===== src/rtl/wordle_pkg.sv =====
// Shared definitions for the Wordle guess engine.
// Holds the per-letter feedback codes, the ASCII bounds for an acceptable
// letter, the blank character used for empty history rows and the FSM
// state encoding. No ports; imported by the engine and the letter scorer.
package wordle_pkg;

    // Per-letter feedback codes, two bits per position.
    localparam logic [1:0] FB_EMPTY  = 2'b00;
    localparam logic [1:0] FB_GRAY   = 2'b01;
    localparam logic [1:0] FB_YELLOW = 2'b10;
    localparam logic [1:0] FB_GREEN  = 2'b11;

    // Only upper-case ASCII letters are accepted into a guess.
    localparam logic [7:0] ASCII_A     = 8'h41;
    localparam logic [7:0] ASCII_Z     = 8'h5A;
    localparam logic [7:0] ASCII_BLANK = 8'h20;

    typedef enum logic [2:0] {
        S_IDLE   = 3'd0,
        S_ENTRY  = 3'd1,
        S_GREEN  = 3'd2,
        S_YELLOW = 3'd3,
        S_COMMIT = 3'd4,
        S_DONE   = 3'd5
    } state_t;

endpackage


===== src/rtl/wordle_letter_scorer.sv =====
// Scoring datapath for one guess.
// green_en runs the single-cycle exact-match pass over all positions;
// yellow_en then scores one position per cycle (pos) against the secret,
// consuming secret letters through a used mask so repeated letters are
// never credited more often than they occur in the secret.
// Ports:
//   clk, rst_n          clock and asynchronous active-low reset
//   clear               synchronous wipe of all scoring state (game restart)
//   green_en            run the exact-match pass this cycle
//   yellow_en, pos      score position pos for presence this cycle
//   guess, secret       packed words, letter 0 in the MSBs
//   score               working score, position 0 in the MSBs
//   all_green           every position matched exactly
module wordle_letter_scorer
    import wordle_pkg::*;
#(
    parameter int WORD_LEN = 5,
    parameter int LETTER_W = 8,
    parameter int POS_W    = $clog2(WORD_LEN)
) (
    input  logic                         clk,
    input  logic                         rst_n,
    input  logic                         clear,
    input  logic                         green_en,
    input  logic                         yellow_en,
    input  logic [POS_W-1:0]             pos,
    input  logic [WORD_LEN*LETTER_W-1:0] guess,
    input  logic [WORD_LEN*LETTER_W-1:0] secret,
    output logic [2*WORD_LEN-1:0]        score,
    output logic                         all_green
);

    logic [LETTER_W-1:0] guess_let  [WORD_LEN];
    logic [LETTER_W-1:0] secret_let [WORD_LEN];
    logic [1:0]          fb         [WORD_LEN];
    logic [WORD_LEN-1:0] green_mask;
    logic [WORD_LEN-1:0] used_mask;
    logic [WORD_LEN-1:0] match_onehot;
    logic [LETTER_W-1:0] cur_letter;
    logic                cur_green;
    logic                match_found;

    // Unpack the words into letters and pack the feedback back out.
    always_comb begin
        for (int i = 0; i < WORD_LEN; i++) begin
            guess_let[i]  = guess[(WORD_LEN-1-i)*LETTER_W +: LETTER_W];
            secret_let[i] = secret[(WORD_LEN-1-i)*LETTER_W +: LETTER_W];
            score[2*(WORD_LEN-1-i) +: 2] = fb[i];
        end
    end

    assign all_green = &green_mask;

    // Lowest-index search for a secret letter that is neither an exact
    // match nor already credited to an earlier guess position.
    always_comb begin
        cur_letter   = '0;
        cur_green    = 1'b0;
        match_found  = 1'b0;
        match_onehot = '0;
        for (int i = 0; i < WORD_LEN; i++) begin
            if (POS_W'(i) == pos) begin
                cur_letter = guess_let[i];
                cur_green  = green_mask[i];
            end
        end
        for (int j = 0; j < WORD_LEN; j++) begin
            if (!match_found && !green_mask[j] && !used_mask[j] &&
                (secret_let[j] == cur_letter)) begin
                match_found     = 1'b1;
                match_onehot[j] = 1'b1;
            end
        end
    end

    // Green pass seeds the score; each yellow step resolves one position.
    always_ff @(posedge clk or negedge rst_n) begin
        if (!rst_n) begin
            green_mask <= '0;
            used_mask  <= '0;
            for (int i = 0; i < WORD_LEN; i++) fb[i] <= FB_EMPTY;
        end else if (clear) begin
            green_mask <= '0;
            used_mask  <= '0;
            for (int i = 0; i < WORD_LEN; i++) fb[i] <= FB_EMPTY;
        end else if (green_en) begin
            used_mask <= '0;
            for (int i = 0; i < WORD_LEN; i++) begin
                green_mask[i] <= (guess_let[i] == secret_let[i]);
                fb[i]         <= (guess_let[i] == secret_let[i]) ? FB_GREEN : FB_EMPTY;
            end
        end else if (yellow_en && !cur_green) begin
            used_mask <= used_mask | match_onehot;
            for (int i = 0; i < WORD_LEN; i++) begin
                if (POS_W'(i) == pos) fb[i] <= match_found ? FB_YELLOW : FB_GRAY;
            end
        end
    end

endmodule


===== src/rtl/wordle_guess_engine.sv =====
// Wordle game engine: letter entry, guess scoring, win/lose tracking and a
// readable history of committed guesses.
// Ports:
//   Clk, reset_n            clock and asynchronous active-low reset
//   new_game, secret_word   restart pulse and target word (letter 0 in MSBs)
//   letter_valid, letter_in enter one upper-case letter
//   backspace, submit       remove last letter / request scoring
//   hist_row                history row to read (1-cycle registered read)
//   ready                   letters are being accepted
//   letter_count, guess_idx letters entered / guesses committed
//   score_valid, score_out  one-cycle pulse with the committed score
//   submit_err              one-cycle pulse for a submit of a short guess
//   win, lose               sticky game result
//   hist_word, hist_score   history read data
module wordle_guess_engine
    import wordle_pkg::*;
#(
    parameter int WORD_LEN    = 5,
    parameter int MAX_GUESSES = 6,
    parameter int LETTER_W    = 8
) (
    input  logic                                            Clk,
    input  logic                                            reset_n,
    input  logic                                            new_game,
    input  logic [WORD_LEN*LETTER_W-1:0]                    secret_word,
    input  logic                                            letter_valid,
    input  logic [LETTER_W-1:0]                             letter_in,
    input  logic                                            backspace,
    input  logic                                            submit,
    input  logic [((MAX_GUESSES > 1) ? $clog2(MAX_GUESSES) : 1)-1:0] hist_row,
    output logic                                            ready,
    output logic [$clog2(WORD_LEN+1)-1:0]                   letter_count,
    output logic [$clog2(MAX_GUESSES+1)-1:0]                guess_idx,
    output logic                                            score_valid,
    output logic [2*WORD_LEN-1:0]                           score_out,
    output logic                                            submit_err,
    output logic                                            win,
    output logic                                            lose,
    output logic [WORD_LEN*LETTER_W-1:0]                    hist_word,
    output logic [2*WORD_LEN-1:0]                           hist_score
);

    localparam int ROW_W = (MAX_GUESSES > 1) ? $clog2(MAX_GUESSES) : 1;
    localparam int CNT_W = $clog2(WORD_LEN+1);
    localparam int IDX_W = $clog2(MAX_GUESSES+1);
    localparam int POS_W = $clog2(WORD_LEN);
    localparam logic [WORD_LEN*LETTER_W-1:0] BLANK_WORD = {WORD_LEN{LETTER_W'(ASCII_BLANK)}};

    state_t                       state;
    logic [WORD_LEN*LETTER_W-1:0] secret;
    logic [LETTER_W-1:0]          guess_let [WORD_LEN];
    logic [WORD_LEN*LETTER_W-1:0] guess_vec;
    logic [POS_W-1:0]             pos;
    logic [2*WORD_LEN-1:0]        score_now;
    logic                         all_green;
    logic                         letter_ok;
    logic [WORD_LEN*LETTER_W-1:0] hist_words  [MAX_GUESSES];
    logic [2*WORD_LEN-1:0]        hist_scores [MAX_GUESSES];

    assign ready     = (state == S_ENTRY);
    assign letter_ok = (letter_in >= LETTER_W'(ASCII_A)) && (letter_in <= LETTER_W'(ASCII_Z));

    always_comb begin
        for (int i = 0; i < WORD_LEN; i++) begin
            guess_vec[(WORD_LEN-1-i)*LETTER_W +: LETTER_W] = guess_let[i];
        end
    end

    wordle_letter_scorer #(
        .WORD_LEN (WORD_LEN),
        .LETTER_W (LETTER_W),
        .POS_W    (POS_W)
    ) u_scorer (
        .clk       (Clk),
        .rst_n     (reset_n),
        .clear     (new_game),
        .green_en  (state == S_GREEN),
        .yellow_en (state == S_YELLOW),
        .pos       (pos),
        .guess     (guess_vec),
        .secret    (secret),
        .score     (score_now),
        .all_green (all_green)
    );

    // Main FSM. new_game overrides everything; in ENTRY a submit is judged
    // on the count before any same-cycle edit, and that edit is discarded.
    always_ff @(posedge Clk or negedge reset_n) begin
        if (!reset_n) begin
            state        <= S_IDLE;
            secret       <= '0;
            letter_count <= '0;
            guess_idx    <= '0;
            pos          <= '0;
            score_valid  <= 1'b0;
            score_out    <= '0;
            submit_err   <= 1'b0;
            win          <= 1'b0;
            lose         <= 1'b0;
            for (int i = 0; i < WORD_LEN; i++) guess_let[i] <= '0;
        end else begin
            score_valid <= 1'b0;
            submit_err  <= 1'b0;
            if (new_game) begin
                state        <= S_ENTRY;
                secret       <= secret_word;
                letter_count <= '0;
                guess_idx    <= '0;
                pos          <= '0;
                score_out    <= '0;
                win          <= 1'b0;
                lose         <= 1'b0;
            end else begin
                case (state)
                    S_ENTRY: begin
                        if (submit) begin
                            if (letter_count < CNT_W'(WORD_LEN)) submit_err <= 1'b1;
                            else                                 state      <= S_GREEN;
                        end else if (backspace) begin
                            if (letter_count != '0) letter_count <= letter_count - CNT_W'(1);
                        end else if (letter_valid && letter_ok &&
                                     (letter_count < CNT_W'(WORD_LEN))) begin
                            for (int i = 0; i < WORD_LEN; i++) begin
                                if (CNT_W'(i) == letter_count) guess_let[i] <= letter_in;
                            end
                            letter_count <= letter_count + CNT_W'(1);
                        end
                    end
                    S_GREEN: begin
                        pos   <= '0;
                        state <= S_YELLOW;
                    end
                    S_YELLOW: begin
                        if (pos == POS_W'(WORD_LEN-1)) state <= S_COMMIT;
                        else                           pos   <= pos + POS_W'(1);
                    end
                    S_COMMIT: begin
                        score_out    <= score_now;
                        score_valid  <= 1'b1;
                        guess_idx    <= guess_idx + IDX_W'(1);
                        letter_count <= '0;
                        if (all_green) begin
                            win   <= 1'b1;
                            state <= S_DONE;
                        end else if (guess_idx == IDX_W'(MAX_GUESSES-1)) begin
                            lose  <= 1'b1;
                            state <= S_DONE;
                        end else begin
                            state <= S_ENTRY;
                        end
                    end
                    default: ;
                endcase
            end
        end
    end

    // History storage: one row per committed guess, wiped on restart.
    always_ff @(posedge Clk or negedge reset_n) begin
        if (!reset_n) begin
            for (int r = 0; r < MAX_GUESSES; r++) begin
                hist_words[r]  <= BLANK_WORD;
                hist_scores[r] <= '0;
            end
        end else if (new_game) begin
            for (int r = 0; r < MAX_GUESSES; r++) begin
                hist_words[r]  <= BLANK_WORD;
                hist_scores[r] <= '0;
            end
        end else if (state == S_COMMIT) begin
            for (int r = 0; r < MAX_GUESSES; r++) begin
                if (IDX_W'(r) == guess_idx) begin
                    hist_words[r]  <= guess_vec;
                    hist_scores[r] <= score_now;
                end
            end
        end
    end

    // Registered history read; rows not yet committed read back as blank.
    always_ff @(posedge Clk or negedge reset_n) begin
        if (!reset_n) begin
            hist_word  <= BLANK_WORD;
            hist_score <= '0;
        end else begin
            hist_word  <= BLANK_WORD;
            hist_score <= '0;
            for (int r = 0; r < MAX_GUESSES; r++) begin
                if ((ROW_W'(r) == hist_row) && (IDX_W'(r) < guess_idx)) begin
                    hist_word  <= hist_words[r];
                    hist_score <= hist_scores[r];
                end
            end
        end
    end

endmodule


===== config.mk =====
export PLATFORM = sky130hd
export DESIGN_NAME = wordle_guess_engine
export DESIGN_NICKNAME = d
export VERILOG_FILES = /design/src/rtl/wordle_pkg.sv /design/src/rtl/wordle_letter_scorer.sv /design/src/rtl/wordle_guess_engine.sv
export SDC_FILE = /design/constraint.sdc
export NUM_CORES = 1
export LEC_CHECK = 0
export ABC_AREA = 1
export CORE_MARGIN = 2
export CORE_UTILIZATION = 60
export DETAILED_ROUTE_END_ITERATION = 8
export PLACE_DENSITY = 0.8
export SLEW_MARGIN = 40
export SYNTH_ARGS = -nofsm -noshare
export SYNTH_HDL_FRONTEND = slang
export SYNTH_SLANG_ARGS = --single-unit
export TNS_END_PERCENT = 100

===== constraint.sdc =====
create_clock -name Clk -period 2.95 [get_ports Clk]
set_clock_uncertainty 0.05 [all_clocks]
set_input_delay 0.7375 -clock Clk [delete_from_list [all_inputs] [get_ports Clk]]
set_output_delay 0.7375 -clock Clk [all_outputs]
set_load 0.01 [all_outputs]

Word level (Yosys, flattened, before mapping)
Index checks and enable logic that the tools add are counted.
{ "totals": {"out_inout_bits": 71, "reg_bits": 476, "inputBits": 57, "elab_cells": 279} }
{ "op_classes": {"n_reduce_logical": 85, "bitwise_logic": 4, "order_cmp": 9, "n_eq_ne": 42, "mux": 99, "addsub": 4} }
{ "ops": {"columns": ["operator", "n"], "rows": [
  ["240-bit two-way mux", 2],
  ["40-bit two-way mux", 12],
  ["10-bit two-way mux", 17],
  ["60-bit two-way mux", 2],
  ["8-bit equality test", 10],
  ["3-bit two-way mux", 15],
  ["8-bit two-way mux", 5],
  ["6-bit AND reduction", 5],
  ["1-bit two-way mux", 27],
  ["3-bit nonzero test", 9],
  ["2-bit AND reduction", 13],
  ["5-bit two-way mux", 5],
  ["2-bit by 3-bit equality test with 1-bit output (first input constant)", 8],
  ["1-bit logical AND", 24],
  ["2-bit two-way mux", 11],
  ["2-bit nonzero test", 10],
  ["3-bit equality test (first input constant)", 6],
  ["1-bit zero test", 15],
  ["3-bit inequality test (second input constant)", 5],
  ["1-bit by 3-bit equality test with 1-bit output (first input constant)", 4],
  ["3-bit zero test", 4],
  ["3-bit case mux with 2 select lines", 2],
  ["3-bit case mux with 4 select lines", 1],
  ["3-bit by 1-bit adder with 3-bit output (second input constant)", 3],
  ["18 further kinds", 28]
]} }

Logic depth before layout (Yosys ltp)
Gate-level depths: netlist of the first run.
{ "logic_depth": {"word_depth": 34, "depth_mapped": 21, "depth_no_buf": 20} }

Hierarchy
From an unflattened synthesis of the first run, not the netlist that was laid out.
{ "unflattened": {"cells_unflattened": 2896, "area_unflattened_um2": 22486.6} }
{ "modules_own_cells": {"columns": ["module", "instances", "seq_area_each_um2", "area_per_inst_um2", "cells_per_inst"], "rows": [
  ["wordle_guess_engine", 1, 11454.7, 19482.4, 2351],
  ["wordle_letter_scorer", 1, 500.5, 3004.1, 545]
]} }

Worst setup path after synthesis of the first run
Ideal clock, no wire load.
{ "synth_timing": {"path_type": "register to register", "from": "reg pos[2]", "to": "reg u_scorer.fb (netlist bit u_scorer.score[1])", "period_less_slack_ps": 2309, "stages_incl_launch_ff": 20, "setup_time_ps": 117, "arrival_ps": 2142, "t_required_ps": 2783, "setup_slack_ps": 641, "n_path_buf": 2, "cell_sequence": "dfrtp_1 -> inv_2 -> buf_6 -> ha_1 -> inv_1 -> buf_2 -> o21ai_0 -> inv_1 -> nand2_2 -> nand2_4 -> o21ai_1 -> inv_1 -> nand2_1 -> nor2_1 -> nand2_1 -> nand2_1 -> nor2_2 -> nand3_2 -> nand2_1 -> nand2_1"} }
{ "synth_via": {"elab_chain_cells": 34, "word_cells_on_any_way": 52, "cone_classes": "eq/ne (9); mux (20); reduce/logical (23)"} }
{ "synth_lines": {"columns": ["element", "line", "rtl"], "rows": [
  ["from (decl)", "wordle_guess_engine.sv:53", "logic [POS_W-1:0] pos;"],
  ["from (signal assigned)", "wordle_guess_engine.sv:135", "else pos <= pos + POS_W'(1);"],
  ["3-bit zero test", "wordle_letter_scorer.sv:62", "if (POS_W'(i) == pos) begin"],
  ["8-bit two-way mux (5 in series)", "wordle_letter_scorer.sv:62", null],
  ["8-bit equality test", "wordle_letter_scorer.sv:69", "(secret_let[j] == cur_letter)) begin"],
  ["1-bit logical AND", "wordle_letter_scorer.sv:68", "if (!match_found && !green_mask[j] && !used_mask[j] &&"],
  ["1-bit two-way mux", "wordle_letter_scorer.sv:68", null],
  ["1-bit zero test", "wordle_letter_scorer.sv:68", null],
  ["1-bit logical AND (3 in series)", "wordle_letter_scorer.sv:68", null],
  ["1-bit two-way mux", "wordle_letter_scorer.sv:68", null],
  ["[... 9 more ...]", null, null],
  ["1-bit two-way mux", "wordle_letter_scorer.sv:68", null],
  ["1-bit zero test", "wordle_letter_scorer.sv:68", null],
  ["1-bit logical AND (3 in series)", "wordle_letter_scorer.sv:68", null],
  ["1-bit two-way mux", "wordle_letter_scorer.sv:68", null],
  ["2-bit two-way mux (2 in series)", "wordle_letter_scorer.sv:95", "if (POS_W'(i) == pos) fb[i] <= match_found ? FB_YELLOW : FB_GRAY;"],
  ["10-bit two-way mux", "wordle_letter_scorer.sv:92", "end else if (yellow_en && !cur_green) begin"],
  ["10-bit two-way mux", "wordle_letter_scorer.sv:86", "end else if (green_en) begin"],
  ["10-bit two-way mux", "wordle_letter_scorer.sv:82", "end else if (clear) begin"],
  ["to (signal, indexed assignment)", "wordle_letter_scorer.sv:90", "fb[i] <= (guess_let[i] == secret_let[i]) ? FB_GREEN : FB_EMPTY;"],
  ["to (signal, indexed assignment)", "wordle_letter_scorer.sv:95", null],
  ["to (decl)", "wordle_letter_scorer.sv:35", "logic [1:0] fb [WORD_LEN];"]
]} }
Parallel ways exist; a longest one is shown, timed or not. The select of a mux whose other input is x is not followed.
A chain may end at the register's enable or synchronous reset.

Worst setup path in the final report of the first run
{ "layout_timing": {"from": "reg pos[0]", "to": "reg u_scorer.fb (netlist bit u_scorer.score[4])"} }
The elaborated chain is that of the path after synthesis.

==> Flow_metrics.wiki, run 1 <==
{| class="wikitable"
! Metric !! Value
|-
| Result of the run || finished, final reports clean
|-
| Worst path most repeated cell || nand2_1
|-
| Router iterations before antenna repair || 6
|-
| Worst setup SP type || flip-flop
|-
| Number of maximum-capacitance violations || 0
|-
| Maximum number of pins on one net before global-route repair || 95
|-
| Slowest stage cell, crit path || dfrtp_1
|-
| Number of distinct library cells after synthesis || 44
|-
| Clock transition time at the flip-flop clock pins of the worst setup and hold paths || 0.06 ns
|-
| Area of the mapped netlist || around 21000 sq um
|-
| Fraction of layout instances using a drive strength above 1 || 9.96%
|-
| Residual DRC || 0
|-
| Max-slew headroom at the worst pin || roughly 53%
|-
| Die Span X || around 190 um
|-
| Setup-failing EPs final || 0
|-
| Flop pwr share || 44.6%
|-
| Wire length of the first global-routing pass || 100000 um
|-
| Top flip-flop cell by instance count after synthesis || dfrtp_1
|-
| Count of cells along the worst register-to-register path || 18
|-
| IO Port Bufs || 127
|-
| Net switching component of the power || 5.16 mW
|-
| Cell-by-cell listing of the critical path || inv_1 -> ha_1 -> nand2_1 -> nor2_2 -> nand2_1 -> nand2_1 -> nand2_1 -> nand2_2 -> nand2_4 -> o21ai_1 -> nor2_1 -> nand2_1 -> nor2_1 -> nor2_1 -> nand3_2 -> nand2_2 -> nand2_1 -> nand2_1
|-
| Max incr delay on CP || ~0.4 ns
|-
| Antenna-violating nets left || 0
|-
| Routed wire per std cell || 19.8 um
|-
| Flip-flop and latch count after synthesis || around 480
|-
| Total nets after synthesis || 2632
|-
| Post-layout total power || between 15 and 20 mW
|-
| Via count of the first global-routing pass || 18.3k
|-
| Clock share of power || a little over a third
|-
| Peak clock frequency supported by timing || 360 MHz
|-
| Share of async-settable or async-resettable flops after synthesis || 100%
|-
| Number of flops mapped to enable cells by yosys || 0
|-
| Final number of max-transition violations || 0
|-
| Gate power share || 19.1%
|-
| Worst reg2reg setup slack || approximately 0.17 ns
|-
| Cell row count || a little under 70
|-
| Starting utilization of the core area || ~60%
|-
| Wire length after detailed routing || 63700 um
|-
| Half-perimeter wire length of the detailed placement result || 44200 um
|-
| First DRT Iteration DRCs || 2016
|-
| Number of failing hold endpoints at the final stage || 0
|-
| Post-cts hold buffer count || 0
|-
| Top delay family on crit path || simple AND/OR/NAND/NOR gates
|-
| Number of cells on the critical path || 18
|-
| Layout-stage area growth over the synthesis result || 18.7%
|-
| CTS Root Buffer Type || clkbuf_16
|-
| Number of buffers inserted by post-CTS setup repair || 0
|-
| RR Startpoint || pos[0]
|-
| DP Worst Slack || -0.112 ns
|-
| Final std cells w/o fill || 3212
|-
| Diode count || 0
|-
| Buf+Inv Stages, Crit Path || 1
|-
| Leading cell types in the layout, fill and taps excluded || 762 x nand2_1, 441 x dfrtp_1, 436 x o21ai_0, 243 x inv_1, 183 x nor2_1
|-
| Depth of the CTS H-tree || 2
|-
| Clk sinks || 476
|-
| Maximum fanout count along the critical path || 6
|-
| Number of antenna violations at the first check in global routing || 1
|-
| Total clock buffers created by CTS || 48
|-
| End of the worst register-to-register path || u_scorer.score[4]
|-
| Startpoint of the worst setup timing path || pos[0]
|-
| Remaining global-route overflow || 0
|-
| Int Power || around 12 mW
|-
| CTS tree || built
|-
| Clock latency at the later pin of the worst-skew pair || 0.57 ns
|-
| Arrival time of data at the critical path endpoint || between 3 and 4 ns
|-
| Sw frac || a little under a third
|-
| Die outline height || slightly below 200 um
|-
| Transition time of the tightest slew-check pin || 0.707 ns
|-
| Ys Warns || 0
|-
| Avg Synthesized Cell Area || 8.32 sq um
|-
| Final worst-path setup slack || 0.172 ns
|-
| Total Die Area || 37000 sq um
|-
| Buffer levels on the longest clock path || 3
|-
| Worst min-delay path class || in -> async
|-
| Data required time at the worst endpoint || around 3.4 ns
|-
| Leading cell type in the layout, fill and taps excluded || nand2_1
|-
| Synthesized instance count || 2561
|-
| Type of element capturing the critical path || flip-flop
|-
| Resized cells post-CTS || 0
|-
| Placed insts || 3124
|-
| Core Region || 35300 sq um
|-
| Number of placed I/O pins || 128
|-
| Number of vias per cell after detailed routing || 5.87
|-
| Final-stage net count || 2785
|-
| Share of synthesized area occupied by flip-flops and latches || between 50% and 60%
|-
| Min cycle time layout || 2.78 ns
|-
| Static leakage power || between 10 and 15 nW
|-
| Global routing usage summed across all routing layers || about a third
|-
| Tcrit/Tclk final || 94.2%
|-
| End point of the critical path || u_scorer.score[4]
|-
| Kind of critical path || reg -> reg
|-
| Placer Congestion || ~1.0
|-
| Count of vias placed by the detailed router || 18.8k
|-
| Pwr Density || 671 nW/um^2
|-
| Peak ir drop on the vdd network || 0.561 mV
|}
## Yosys cell counts (2+ instances only)
| master | instances | area [sq um] |
|---|---|---|
| clkbuf_1 | 105 | 394 |
| o22ai_1 | 12 | 75.1 |
| ha_1 | 14 | 175 |
| a21oi_1 | 20 | 100 |
| nand2_2 | 15 | 93.8 |
| buf_6 | 2 | 22.5 |
| xor2_1 | 5 | 43.8 |
| o2111ai_1 | 11 | 96.3 |
| nand3_2 | 2 | 20.0 |
| nand2_1 | 763 | 2860 |
| nand4_1 | 18 | 113 |
| nor4_1 | 6 | 37.5 |
| o211ai_1 | 50 | 375 |
| o41ai_1 | 2 | 17.5 |
| clkinv_1 | 5 | 18.8 |
| inv_2 | 20 | 75.1 |
| buf_2 | 9 | 45.0 |
| nor3_2 | 2 | 20.0 |
| a211oi_1 | 32 | 240 |
| nor2_1 | 186 | 698 |
| inv_1 | 245 | 920 |
| o21ai_1 | 20 | 100 |
| nand3_1 | 64 | 320 |
| xnor2_1 | 9 | 78.8 |
| dfstp_2 | 35 | 920 |
| nand2_4 | 4 | 45.0 |
| o21ai_0 | 436 | 2180 |
| nor2_2 | 4 | 25.0 |
| a31oi_1 | 3 | 18.8 |
| o21ai_2 | 2 | 17.5 |
| dfrtp_1 | 441 | 11000 |
| nor3_1 | 7 | 35.0 |
## routing by layer
layer | track usage [%] | wire (um) | vias to the layer above
li1 | - | - | 8557
met1 | 47.4 | 25300 | 9087
met2 | 56.2 | 29900 | 1031
met3 | 6.91 | 5900 | 170
met4 | 15.6 | 2550 | 2
met5 | 0 | 12 | -
## how the worst min path moves through the flow
stage	start	end	cells after the start
final	reset_n	hist_words[57]	1
after global routing	reset_n	hist_words[55]	1
after CTS	reset_n	hist_word[17]	1
after detailed placement	hist_words[13]	hist_word[13]	2
after global placement	hist_words[13]	hist_word[13]	2
after floorplan	reset_n	guess_idx[0]	0
## logic make-up after synthesis
kind of cell | Yosys count | share of synthesized area (%)
multiplexers | 1 | 0.0470
AND/OR/NAND/NOR | 1075 | 20.2
buffers and inverters | 388 | 6.97
adder cells (fa/ha/maj) | 14 | 0.822
flip-flops | 476 | 56.1
XOR/XNOR | 14 | 0.575
AO/OA/AOI/OAI | 593 | 15.3
## metrics by stage
| step | hold WS, ns | utilization [%] | cell area, sq um | TNS (ns) |
|---|---|---|---|---|
| 6_report | 0.0375 | 71.6 | 25300 | 0 |
| 5_1_grt | 0.0458 | 71.6 | 25300 | -0.0931 |
| 4_1_cts | 0.0389 | 71.6 | 25300 | 0 |
| 3_5_place_dp | 0.412 | 67.1 | 23700 | -0.435 |
| 3_3_place_gp | 0.397 | 67.0 | 23700 | 0 |
| 2_1_floorplan | 0.387 | - | 21300 | 0 |
## area by class of cell
type	count	area, sq um
sequential	476	12000
fill	2668	10000
multi-input combinational	1697	7940
timing repair buffer	220	2200
clock buffer	68	1440
inverter	270	1020
tap	461	577
clock inverter	19	168
timing repair inverter	1	7.51
## power groups by stage
stage	registers [mW]	clock network, mW	logic (mW)
6_report	7.56	6.16	3.25
5_1_grt	7.61	6.47	3.62
4_1_cts	7.55	6.19	3.20
3_5_place_dp	7.65	0	3.17
3_3_place_gp	7.63	0	3.10
2_1_floorplan	7.53	0	1.94
## flip-flops by register name, indices dropped and copies added (netlist names)
name	flops
hist_words	240
hist_scores	60
guess_let	40
hist_word	40
secret	40
hist_score	10
score_out	10
u_scorer.score	10
u_scorer.green_mask	5
u_scorer.used_mask	5
guess_idx	3
letter_count	3
pos	3
state	3
lose	1
score_valid	1
submit_err	1
win	1
(Power assumes the default switching activity.)
==> run 2, diff against run 1 <==
==> constraint.sdc (replaced) <==
create_clock -name Clk -period 2.94 [get_ports Clk]
set_clock_uncertainty 0.05 [all_clocks]
set_input_delay 0.735 -clock Clk [delete_from_list [all_inputs] [get_ports Clk]]
set_output_delay 0.735 -clock Clk [all_outputs]
set_load 0.01 [all_outputs]
==> Flow_metrics.wiki, run 2 (synthesis results as in run 1) <==
{| class="wikitable"
! Metric !! Value
|-
| Result of the run || finished, final reports clean (unchanged)
|-
| Top delay family on crit path || simple AND/OR/NAND/NOR gates (unchanged)
|-
| Leading cell types in the layout, fill and taps excluded || 762 x nand2_1, 441 x dfrtp_1, 436 x o21ai_0, 243 x inv_1, 184 x nor2_1 (was 762 x nand2_1, 441 x dfrtp_1, 436 x o21ai_0, 243 x inv_1, 183 x nor2_1)
|-
| Number of vias per cell after detailed routing || 5.86 (was 5.87)
|-
| Clock share of power || 35.2% (was 36.3%)
|-
| Count of vias placed by the detailed router || 18.8k (unchanged)
|-
| Tcrit/Tclk final || 95.0% (was 94.2%)
|-
| Most flops, register || hist_words (unchanged)
|-
| Routed wire per std cell || 19.5 um (was 19.8 um)
|-
| Total Die Area || 37000 sq um (unchanged)
|-
| Setup-failing EPs final || 0 (unchanged)
|-
| Die outline height || 192 um (unchanged)
|-
| Flip-flop count of the largest register after layout || 240 (unchanged)
|-
| Number of fillers in the final layout || 2668 (unchanged)
|-
| Fraction of layout instances using a drive strength above 1 || 9.38% (was 9.96%)
|-
| Wire length of the first global-routing pass || 99700 um (was 100000 um)
|-
| Static leakage power || 11.7 nW (about the same)
|-
| Router iterations before antenna repair || 6 (unchanged)
|-
| Wire length after detailed routing || 62700 um (was 63700 um)
|-
| CTS tree || built (unchanged)
|-
| Cell area after layout || 25300 sq um (about the same)
|-
| Arrival time of data at the critical path endpoint || 3.21 ns (was 3.24 ns)
|-
| Int Power || 11.6 mW (was 11.8 mW)
|-
| Number of failing hold endpoints at the final stage || 0 (unchanged)
|-
| Cell Area, Placed || 23800 sq um (was 23700 sq um)
|-
| Transition time of the tightest slew-check pin || 0.693 ns (was 0.707 ns)
|-
| Total clock buffers created by CTS || 48 (unchanged)
|-
| Final setup TNS || 0 ns (unchanged)
|-
| Slowest stage cell, crit path || dfrtp_1 (unchanged)
|-
| Cell-by-cell listing of the critical path || inv_2 -> ha_1 -> clkinvlp_4 -> o21ai_0 -> inv_1 -> nand2_2 -> nand2_4 -> xor2_1 -> nor3_1 -> nand2_1 -> nand3_2 -> nand2_2 -> nand2_1 -> nand2_1 (was inv_1 -> ha_1 -> nand2_1 -> nor2_2 -> nand2_1 -> nand2_1 -> nand2_1 -> nand2_2 -> nand2_4 -> o21ai_1 -> nor2_1 -> nand2_1 -> nor2_1 -> nor2_1 -> nand3_2 -> nand2_2 -> nand2_1 -> nand2_1)
|-
| Net switching component of the power || 5.11 mW (was 5.16 mW)
|-
| Post-layout total power || 16.7 mW (was 17.0 mW)
|-
| Post-cts hold buffer count || 0 (unchanged)
|-
| Worst path most repeated cell || nand2_1 (unchanged)
|-
| Area taken by multi-input logic gates || 7930 sq um (was 7940 sq um)
|-
| DP Worst Slack || -0.115 ns (was -0.112 ns)
|-
| Gate power share || 19.4% (was 19.1%)
|-
| Cell row count || 69 (unchanged)
|-
| Starting utilization of the core area || 60.4% (unchanged)
|-
| Maximum number of pins on one net before global-route repair || 101 (was 95)
|-
| Antenna-violating nets left || 0 (unchanged)
|-
| Max incr delay on CP || 0.45 ns (was 0.41 ns)
|-
| Die Span X || 192 um (unchanged)
|-
| Type of element capturing the critical path || flip-flop (unchanged)
|-
| Core Region || 35300 sq um (unchanged)
|-
| Clk sinks || 476 (unchanged)
|-
| Clock transition time at the flip-flop clock pins of the worst setup and hold paths || 0.07 ns (was 0.06 ns)
|-
| Clock latency at the later pin of the worst-skew pair || 0.59 ns (was 0.57 ns)
|-
| Kind of critical path || reg -> reg (unchanged)
|-
| Largest registers in the final layout || hist_words (240), hist_scores (60) (unchanged)
|-
| Data required time at the worst endpoint || 3.36 ns (was 3.41 ns)
|-
| Min cycle time layout || 2.79 ns (was 2.78 ns)
|-
| Sw frac || 30.6% (was 30.4%)
|-
| Final-stage net count || 2784 (was 2785)
|-
| Half-perimeter wire length of the detailed placement result || 44000 um (was 44200 um)
|-
| Final worst-path setup slack || 0.147 ns (was 0.172 ns)
|-
| Depth of the CTS H-tree || 2 (unchanged)
|-
| Layout-stage area growth over the synthesis result || 18.6% (was 18.7%)
|-
| Number of antenna violations at the first check in global routing || 0 (was 1)
|-
| Remaining global-route overflow || 0 (unchanged)
|-
| Pwr Density || 660 nW/um^2 (was 671 nW/um^2)
|-
| Peak clock frequency supported by timing || 358 MHz (was 360 MHz)
|-
| Buf+Inv Stages, Crit Path || 3 (was 1)
|-
| Worst setup SP type || flip-flop (unchanged)
|-
| Number of placed I/O pins || 128 (unchanged)
|-
| Leading cell type in the layout, fill and taps excluded || nand2_1 (unchanged)
|-
| Residual DRC || 0 (unchanged)
|-
| Finished Core Util || 71.6% (about the same)
|-
| Peak ir drop on the vdd network || 0.517 mV (was 0.561 mV)
|-
| Via count of the first global-routing pass || 18.2k (was 18.3k)
|-
| Buffer levels on the longest clock path || 3 (unchanged)
|-
| CTS Root Buffer Type || clkbuf_16 (unchanged)
|-
| Flop pwr share || 45.4% (was 44.6%)
|-
| Number of maximum-capacitance violations || 0 (unchanged)
|-
| Max-slew headroom at the worst pin || 53.8% (was 52.8%)
|-
| Final number of max-transition violations || 0 (unchanged)
|-
| Worst min-delay path class || in -> async (unchanged)
|-
| IO Port Bufs || 127 (unchanged)
|-
| Maximum fanout count along the critical path || 16 (was 6)
|-
| Global routing usage summed across all routing layers || 35.2% (was 35.3%)
|-
| Placer Congestion || 1.03 (was 1.02)
|-
| First DRT Iteration DRCs || 1950 (was 2016)
|-
| Reg area || 12000 sq um (unchanged)
|}
-- run 2: cell count changes in the layout (fill, tap and decap cells not counted), moves of 2 or more --
cell,delta
clkbuf_1,+15
buf_12,+8
clkbuf_8,-8
buf_4,-7
clkinv_2,-3
clkinvlp_4,-2
-- run 2: power groups by stage --
stage                     Clock [mW]  Sequential, mW  Combinational (mW)
final                           5.87            7.58                3.24
after floorplan                    0            7.55                1.95
after global routing            6.20            7.63                3.59
after global placement             0            7.64                3.09
after CTS                       5.91            7.56                3.20
after detailed placement           0            7.67                3.16
-- run 2: worst paths after layout --
kind,end,startpoint,slack (ns),cells past startpoint
max,u_scorer.score[6],pos[2],0.15,14
min in group Clk,score_out[3],score_out[3],0.43,2
max reg2reg,u_scorer.score[6],pos[2],0.15,14
min,hist_word[15],reset_n,0.04,1
min reg2reg,score_out[3],score_out[3],0.43,2
max in group asynchronous,hist_scores[12],reset_n,1.92,3
-- run 2: layout make-up --
class                           instances  share of cell area [%]
Sequential cell                       476                    47.3
Multi-Input combinational cell       1697                    31.4
Timing Repair Buffer                  220                    9.09
Clock buffer                           75                    5.47
Inverter                              270                    4.02
Tap cell                              461                    2.28
Clock inverter                         14                   0.455
Antenna cell                            1                 0.00990
-- run 2: worst register-to-register path: stages (launching register included) --
cell        delay, ns
dfrtp_1          0.45
inv_2            0.10
ha_1             0.24
clkinvlp_4       0.25
o21ai_0          0.25
inv_1            0.08
nand2_2          0.13
nand2_4          0.09
xor2_1           0.17
nor3_1           0.22
nand2_1          0.22
nand3_2          0.17
nand2_2          0.12
nand2_1          0.09
nand2_1          0.05
-- run 2: stage by stage --
| step | instances | hold WS (ns) |
|---|---|---|
| global route | 3213 | 0.0621 |
| CTS | 3213 | 0.0558 |
| finish | 3214 | 0.0352 |
| detailed placement | 3124 | 0.411 |
| floorplan | 2561 | 0.387 |
| global placement | 3124 | 0.395 |
-- run 2: routing by layer --
metal,up-vias,routed length [um],GRT usage [%]
met5,-,0,0
met4,0,2690,13.6
met3,187,5050,6.20
met2,899,29400,56.8
met1,9179,25500,47.8
li1,8582,-,-
-- run 2: repair_timing --
action | in CTS | in global routing
endpoints found under the setup margin | 0 | 10
buffers inserted | 0 | 0
hold endpoints to repair | 0 | 0
gates resized for setup | 0 | 2
==> run 3, diff against run 2 <==
--- a/config.mk
+++ b/config.mk
@@ -6,6 +6,7 @@
 export NUM_CORES = 1
 export LEC_CHECK = 0
 export ABC_AREA = 1
+export CAP_MARGIN = 40
 export CORE_MARGIN = 2
 export CORE_UTILIZATION = 60
 export DETAILED_ROUTE_END_ITERATION = 8
==> results of run 3 <==
The final DEF is identical to that of run 2; final timing and power are the same.
